<file path="src/rtl/sound_comm_mailbox.sv">
// Bidirectional nibble-serial mailbox between the main CPU and the sound CPU, with flags, sub-reset, NMI gating and ROM bank.
// Optional sticky overrun status per direction is enabled by defining SOUND_COMM_OVERRUN_EN.
module sound_comm_mailbox #(
  parameter int NIB_W  = 4,
  parameter int DATA_W = 16,
  parameter int BANK_W = 3
) (
  input  logic              clk,
  input  logic              reset,
  input  logic              m_wr,
  input  logic              m_rd,
  input  logic              m_a1,
  input  logic [NIB_W-1:0]  m_din,
  output logic [NIB_W-1:0]  m_dout,
  input  logic              s_wr,
  input  logic              s_rd,
  input  logic              s_a0,
  input  logic [NIB_W-1:0]  s_din,
  output logic [NIB_W-1:0]  s_dout,
  input  logic              s_bank_we,
  output logic [BANK_W-1:0] rom_bank,
  output logic              sub_reset,
  output logic              s_nmi
);

  localparam int NIBS     = DATA_W / NIB_W;
  localparam int GRPS     = NIBS / 2;
  localparam int IDX_NEED = $clog2(NIBS + 3);
  localparam int IDX_W    = (NIB_W > IDX_NEED) ? NIB_W : IDX_NEED;
  localparam logic [IDX_W-1:0] IDX_STAT   = IDX_W'(NIBS);
  localparam logic [IDX_W-1:0] IDX_NMI_ON = IDX_W'(NIBS + 1);
`ifdef SOUND_COMM_OVERRUN_EN
  localparam logic [IDX_W-1:0] IDX_OVR    = IDX_W'(NIBS + 2);
`endif

  logic [IDX_W-1:0]  m_idx_q, m_idx_d, s_idx_q, s_idx_d;
  logic [DATA_W-1:0] m2s_q, m2s_d, s2m_q, s2m_d;
  logic [GRPS-1:0]   m2s_flag_q, m2s_flag_d, s2m_flag_q, s2m_flag_d;
  logic [GRPS-1:0]   m2s_set, m2s_clr, s2m_set, s2m_clr;
  logic [NIB_W-1:0]  m_dout_q, m_dout_d, s_dout_q, s_dout_d;
  logic [NIB_W-1:0]  m_rd_val, s_rd_val, status;
  logic [BANK_W-1:0] rom_bank_q, rom_bank_d;
  logic              sub_reset_q, sub_reset_d, nmi_en_q, nmi_en_d;

  logic m_idx_wr, m_data_wr, m_data_rd, s_idx_wr, s_data_wr, s_data_rd;
  assign m_idx_wr  = m_wr & ~m_a1;
  assign m_data_wr = m_wr & m_a1;
  assign m_data_rd = m_rd & m_a1;
  assign s_idx_wr  = s_wr & ~s_a0;
  assign s_data_wr = s_wr & s_a0;
  assign s_data_rd = s_rd & s_a0;

`ifdef SOUND_COMM_OVERRUN_EN
  logic             m2s_ovr_q, m2s_ovr_d, s2m_ovr_q, s2m_ovr_d;
  logic [NIB_W-1:0] ovr_nib;

  // Each overrun bit is cleared only by the side that consumes that direction.
  always_comb begin
    ovr_nib      = '0;
    ovr_nib[1:0] = {s2m_ovr_q, m2s_ovr_q};
    m2s_ovr_d    = (m2s_ovr_q & ~(s_data_rd && (s_idx_q == IDX_OVR))) | (|(m2s_set & m2s_flag_q));
    s2m_ovr_d    = (s2m_ovr_q & ~(m_data_rd && (m_idx_q == IDX_OVR))) | (|(s2m_set & s2m_flag_q));
  end

  always_ff @(posedge clk) begin
    if (reset) begin
      m2s_ovr_q <= 1'b0;
      s2m_ovr_q <= 1'b0;
    end else begin
      m2s_ovr_q <= m2s_ovr_d;
      s2m_ovr_q <= s2m_ovr_d;
    end
  end
`endif

  always_comb begin
    status                  = '0;
    status[GRPS-1:0]        = m2s_flag_q;
    status[2*GRPS-1:GRPS]   = s2m_flag_q;
  end

  // Main side: writes the main-to-sound message, reads the sound-to-main message.
  always_comb begin
    m_idx_d     = m_idx_q;
    m2s_d       = m2s_q;
    m2s_set     = '0;
    s2m_clr     = '0;
    m_rd_val    = '0;
    m_dout_d    = m_dout_q;
    sub_reset_d = sub_reset_q;
    if (m_idx_wr) begin
      m_idx_d = IDX_W'(m_din);
    end else if ((m_data_wr || m_data_rd) && (m_idx_q < IDX_STAT)) begin
      m_idx_d = m_idx_q + IDX_W'(1);
    end
    for (int i = 0; i < NIBS; i++) begin
      if (m_idx_q == IDX_W'(i)) begin
        if (m_data_wr) m2s_d[i*NIB_W +: NIB_W] = m_din;
        m_rd_val = s2m_q[i*NIB_W +: NIB_W];
      end
    end
    for (int g = 0; g < GRPS; g++) begin
      if (m_idx_q == IDX_W'(2*g + 1)) begin
        m2s_set[g] = m_data_wr;
        s2m_clr[g] = m_data_rd;
      end
    end
    if (m_data_wr && (m_idx_q == IDX_STAT)) sub_reset_d = m_din[0];
    if (m_idx_q == IDX_STAT) m_rd_val = status;
`ifdef SOUND_COMM_OVERRUN_EN
    if (m_idx_q == IDX_OVR) m_rd_val = ovr_nib;
`endif
    if (m_data_rd) m_dout_d = m_rd_val;
  end

  // Sound side: mirror of the main side, plus NMI enable control at NIBS / NIBS+1.
  always_comb begin
    s_idx_d  = s_idx_q;
    s2m_d    = s2m_q;
    s2m_set  = '0;
    m2s_clr  = '0;
    s_rd_val = '0;
    s_dout_d = s_dout_q;
    nmi_en_d = nmi_en_q;
    if (s_idx_wr) begin
      s_idx_d = IDX_W'(s_din);
    end else if ((s_data_wr || s_data_rd) && (s_idx_q < IDX_STAT)) begin
      s_idx_d = s_idx_q + IDX_W'(1);
    end
    for (int i = 0; i < NIBS; i++) begin
      if (s_idx_q == IDX_W'(i)) begin
        if (s_data_wr) s2m_d[i*NIB_W +: NIB_W] = s_din;
        s_rd_val = m2s_q[i*NIB_W +: NIB_W];
      end
    end
    for (int g = 0; g < GRPS; g++) begin
      if (s_idx_q == IDX_W'(2*g + 1)) begin
        s2m_set[g] = s_data_wr;
        m2s_clr[g] = s_data_rd;
      end
    end
    if (s_data_wr && (s_idx_q == IDX_STAT))   nmi_en_d = 1'b0;
    if (s_data_wr && (s_idx_q == IDX_NMI_ON)) nmi_en_d = 1'b1;
    if (s_idx_q == IDX_STAT) s_rd_val = status;
`ifdef SOUND_COMM_OVERRUN_EN
    if (s_idx_q == IDX_OVR) s_rd_val = ovr_nib;
`endif
    if (s_data_rd) s_dout_d = s_rd_val;
  end

  // A same-cycle set and clear of one flag resolves as set.
  always_comb begin
    m2s_flag_d = (m2s_flag_q & ~m2s_clr) | m2s_set;
    s2m_flag_d = (s2m_flag_q & ~s2m_clr) | s2m_set;
    rom_bank_d = s_bank_we ? s_din[BANK_W-1:0] : rom_bank_q;
  end

  always_ff @(posedge clk) begin
    if (reset) begin
      m_idx_q     <= '0;
      s_idx_q     <= '0;
      m2s_q       <= '0;
      s2m_q       <= '0;
      m2s_flag_q  <= '0;
      s2m_flag_q  <= '0;
      m_dout_q    <= '0;
      s_dout_q    <= '0;
      rom_bank_q  <= '0;
      sub_reset_q <= 1'b0;
      nmi_en_q    <= 1'b0;
    end else begin
      m_idx_q     <= m_idx_d;
      s_idx_q     <= s_idx_d;
      m2s_q       <= m2s_d;
      s2m_q       <= s2m_d;
      m2s_flag_q  <= m2s_flag_d;
      s2m_flag_q  <= s2m_flag_d;
      m_dout_q    <= m_dout_d;
      s_dout_q    <= s_dout_d;
      rom_bank_q  <= rom_bank_d;
      sub_reset_q <= sub_reset_d;
      nmi_en_q    <= nmi_en_d;
    end
  end

  assign m_dout    = m_dout_q;
  assign s_dout    = s_dout_q;
  assign rom_bank  = rom_bank_q;
  assign sub_reset = sub_reset_q;
  assign s_nmi     = nmi_en_q & (|m2s_flag_q);

endmodule

</file>
<file path="config.mk">
export PLATFORM = sky130hd
export DESIGN_NAME = sound_comm_mailbox
export DESIGN_NICKNAME = d
export VERILOG_FILES = /design/src/rtl/sound_comm_mailbox.sv
export SDC_FILE = /design/constraint.sdc
export NUM_CORES = 1
export LEC_CHECK = 0
export CAP_MARGIN = 10
export CORE_AREA = 2 2 98 100
export DETAILED_ROUTE_END_ITERATION = 10
export DIE_AREA = 0 0 100 102
export PLACE_DENSITY = 0.59
export SLEW_MARGIN = 20
export SYNTH_ARGS = -nofsm -noshare
export SYNTH_HDL_FRONTEND = slang
export SYNTH_SLANG_ARGS = --single-unit
export TNS_END_PERCENT = 50
</file>
<file path="constraint.sdc">
create_clock -name clk -period 2.1 [get_ports clk]
set_input_delay 0.315 -clock clk [delete_from_list [all_inputs] [get_ports clk]]
set_output_delay 0.315 -clock clk [all_outputs]
set_load 0.02 [all_outputs]
</file>
==> key figures, run 1 <==
Run status
  • Status: complete, no violations

Critical path
  • Reg2Reg Launch Point: m_idx_q[0]
  • Worst setup path start: m2s_flag_q[1]
  • Top delay family on crit path: buffers and inverters
  • WP buf/inv: 1
  • Critical Path End Type: output port
  • Startpoint types: flip-flop
  • R2r setup slk: 0.34 ns
  • Worst-path cell chain: o21a_1 -> clkdlybuf4s50_1
  • Crit Path Class: flip-flop to output port
  • Worst-case reg-to-reg path depth: 5
  • Crit path DAT: 1.54 ns
  • CP max FO: 4
  • CP max stage cell: clkdlybuf4s50_1
  • CP peak stage delay: 0.60 ns
  • Required @ worst endpoint: 1.78 ns
  • Critical R2R Capture: m_dout[3]

STA
  • Final period utilization: 0.882
  • Period minus WS final: 1.85 ns
  • Slew headroom: 0.628
  • Measured slew at the worst slew-check pin: 0.557 ns
  • Final setup skew: 0.00535 ns
  • # setup viols final: 0
  • Slew Limit Fails: 0
  • RSZ-0062 raised after global routing: no
  • Final hold violations: 0
  • Sum of negative setup slack: 0 ns
  • Max Freq: 540 MHz

Global routing
  • Vias in the first global route: 2233
  • Overflow after GRT: 0
  • Antenna violations before repair: 0
  • First-pass GRT wire length: 11300 um
  • GRT Overall Usage: 0.147
  • Largest net degree at the start of global routing: 31

Logic synthesis
  • Post-Synth Adder-Cell Area: 0.0376
  • Syn Nets: 344
  • Post-synth top cells: dfxtp_1, nand2_1, nor2_1
  • Dominant cell type by area after synthesis: dfxtp_1
  • Yosys top cell area share: 0.429
  • Largest cells by area after synthesis: dfxtp_1, mux2i_1, nand2_1, nor2_1, nand3_1
  • Post-synthesis mux area share: 0.0828
  • Synthesized area: 2660 sq um
  • Synthesized area per cell: 8.34 sq um
  • Cell variety after synth: 35
  • Ys async rst share: 0
  • Largest family of logic cells by synthesized area: simple AND/OR/NAND/NOR gates
  • Xor and xnor fraction of the mapped netlist area: 0
  • Simple-gate portion of the synthesized area: 0.245
  • Number of synthesized register bits: 57
  • Number of synthesized flops with an enable pin: 0
  • Most numerous cell in the Yosys netlist: dfxtp_1
  • Most common flop cell mapped by yosys: dfxtp_1
  • Synthesis Warnings: 0
  • Synth Area in Compound Gates: 0.167
  • Cells after Synth: 319
  • Seq/Total Area, Yosys: 0.429

Min path
  • Hold EP: m2s_q[2]
  • Hold crit path type: flip-flop to flip-flop
  • Hold path startpoint: m2s_q[2]
  • WHS Path Cells: 2

Detailed routing
  • Met3 wire len: 288 um
  • DRT met1 WL: 3220 um
  • Initial DRT Pass Iterations: 4
  • Top Layer Used: met4
  • WL met2: 3210 um
  • Routed Antenna Nets: 0
  • Initial DRC count: 98
  • Total number of vias: 2361
  • Via/cell ratio: 5.08
  • Routed wire length: 6840 um
  • Wire length per cell: 14.7 um
  • Post-route DRC: 0

Die
  • # rows: 35
  • Die Ht: 102 um
  • Core area: 9110 sq um
  • Die area: 10200 sq um
  • Ports: 30
  • Die W: 100 um
  • Starting Density: 0.292

Placed design
  • Post-DP HPWL: 5020 um
  • Placer congestion estimate: 0.827
  • Port Buf Inserts: 29

Clocking
  • Sink Count: 57
  • Setup Fix Bufs, Post-CTS: 0
  • Root Buffer Master: clkbuf_8
  • Clock-pin slew on the worst setup and hold paths: 0.06 ns
  • CTS tree: done
  • Post_cts resized: 0
  • TritonCTS Buffers: 9
  • CTS hold repair buffers: 0
  • Clk_lat worst skew: 0.34 ns
  • H-tree depth: 3
  • CTS max path bufs: 2

Power
  • Static leakage: 1.27 nW
  • PD cells: 805 nW/um^2
  • Worst vdd ir: 365 uV
  • Total power: 2.64 mW

Finish
  • Synth-to-layout area growth: 23.4%
  • Share of cells above drive strength 1: 0.0763
  • Inserted Diodes: 0
  • Net count, final: 374

Flow run
  • Max cap viols: 0
-- state kept, by name, indices dropped and copies added, names as in the netlist --
| signal | count |
|---|---|
| m2s_flag_q | 2 |
| s2m_flag_q | 2 |
| s_dout | 4 |
| m_idx_q | 4 |
| m_dout | 4 |
| nmi_en_q | 1 |
| rom_bank | 3 |
| sub_reset | 1 |
| s_idx_q | 4 |
| s2m_q | 16 |
| m2s_q | 16 |
-- metrics by stage --
| step | hold slack, ns | util | setup slack (ns) | std cells | instance area [sq um] |
|---|---|---|---|---|---|
| floorplan | 0.437 | - | 0.526 | 319 | 2660 |
| CTS | 0.431 | 0.360 | 0.229 | 465 | 3280 |
| global route | 0.466 | 0.360 | 0.149 | 465 | 3280 |
| detailed placement | 0.448 | 0.338 | 0.231 | 449 | 3080 |
| finish | 0.455 | 0.360 | 0.247 | 465 | 3280 |
| global placement | 0.443 | 0.338 | 0.258 | 449 | 3080 |
-- final cells by class --
| cell class | count | area, sq um |
|---|---|---|
| multi-input cells | 239 | 1420 |
| clock inverters | 2 | 35.0 |
| fillers | 950 | 5830 |
| flip-flops and latches | 57 | 1140 |
| inverters | 4 | 15.0 |
| repair buffers | 38 | 365 |
| clock buffers | 14 | 173 |
| well taps | 111 | 139 |
-- power breakdown --
part | internal (mW) | switching (mW)
registers | 1.13 | 0.0325
logic | 0.176 | 0.244
clock network | 0.644 | 0.419
-- worst min-delay path, cell delays in order (launching register included) --
cell and delay (ns):
dfxtp_1 0.31, nand2_1 0.05, a21oi_1 0.05
-- routing by layer --
layer  global-route usage  vias up
met5                    0        -
met4               0.0443        0
li1                     -     1184
met1                0.180     1116
met2                0.243       50
met3               0.0527       11
-- cell usage in the layout (no fill, tap or decap), drive strengths merged, types with 2 or more instances in the layout --
cell / count
and3b: 2
nand2: 48
nor2: 41
and2: 3
nand3: 25
a21o: 2
o211ai: 8
dfxtp: 57
or3b: 2
clkbuf: 14
a211oi: 12
a32oi: 4
ha: 8
buf: 10
a221oi: 4
or3: 2
a22oi: 2
inv: 4
nor3: 4
nor2b: 12
o21ai: 8
mux2i: 22
a21oi: 24
clkdlybuf4s50: 28
-- worst max path at each step --
stage / end / cells after the start
floorplan: m_dout[3] / 7
global placement: m2s_q[5] / 6
CTS: s_nmi / 2
detailed placement: m2s_q[4] / 6
global route: m_dout[3] / 5
finish: s_nmi / 2
-- logic make-up after synthesis --
family,Yosys count
simple gates,142
compound gates,67
flops,57
buf+inv,23
mux,22
fa+ha+maj,8
No activity file was read; power rests on OpenSTA's default activity.
==> run 2, diff against run 1 <==
Settings changed: CAP_MARGIN 10 to 20.
==> results of run 2 <==
Same layout as run 1: the final DEF is identical, and so are final timing and power.
==> run 3, diff against run 2 <==
Settings changed: CTS_CLUSTER_SIZE set to 8.
==> results of run 3 <==
Same layout as run 1: the final DEF is identical, and so are final timing and power.
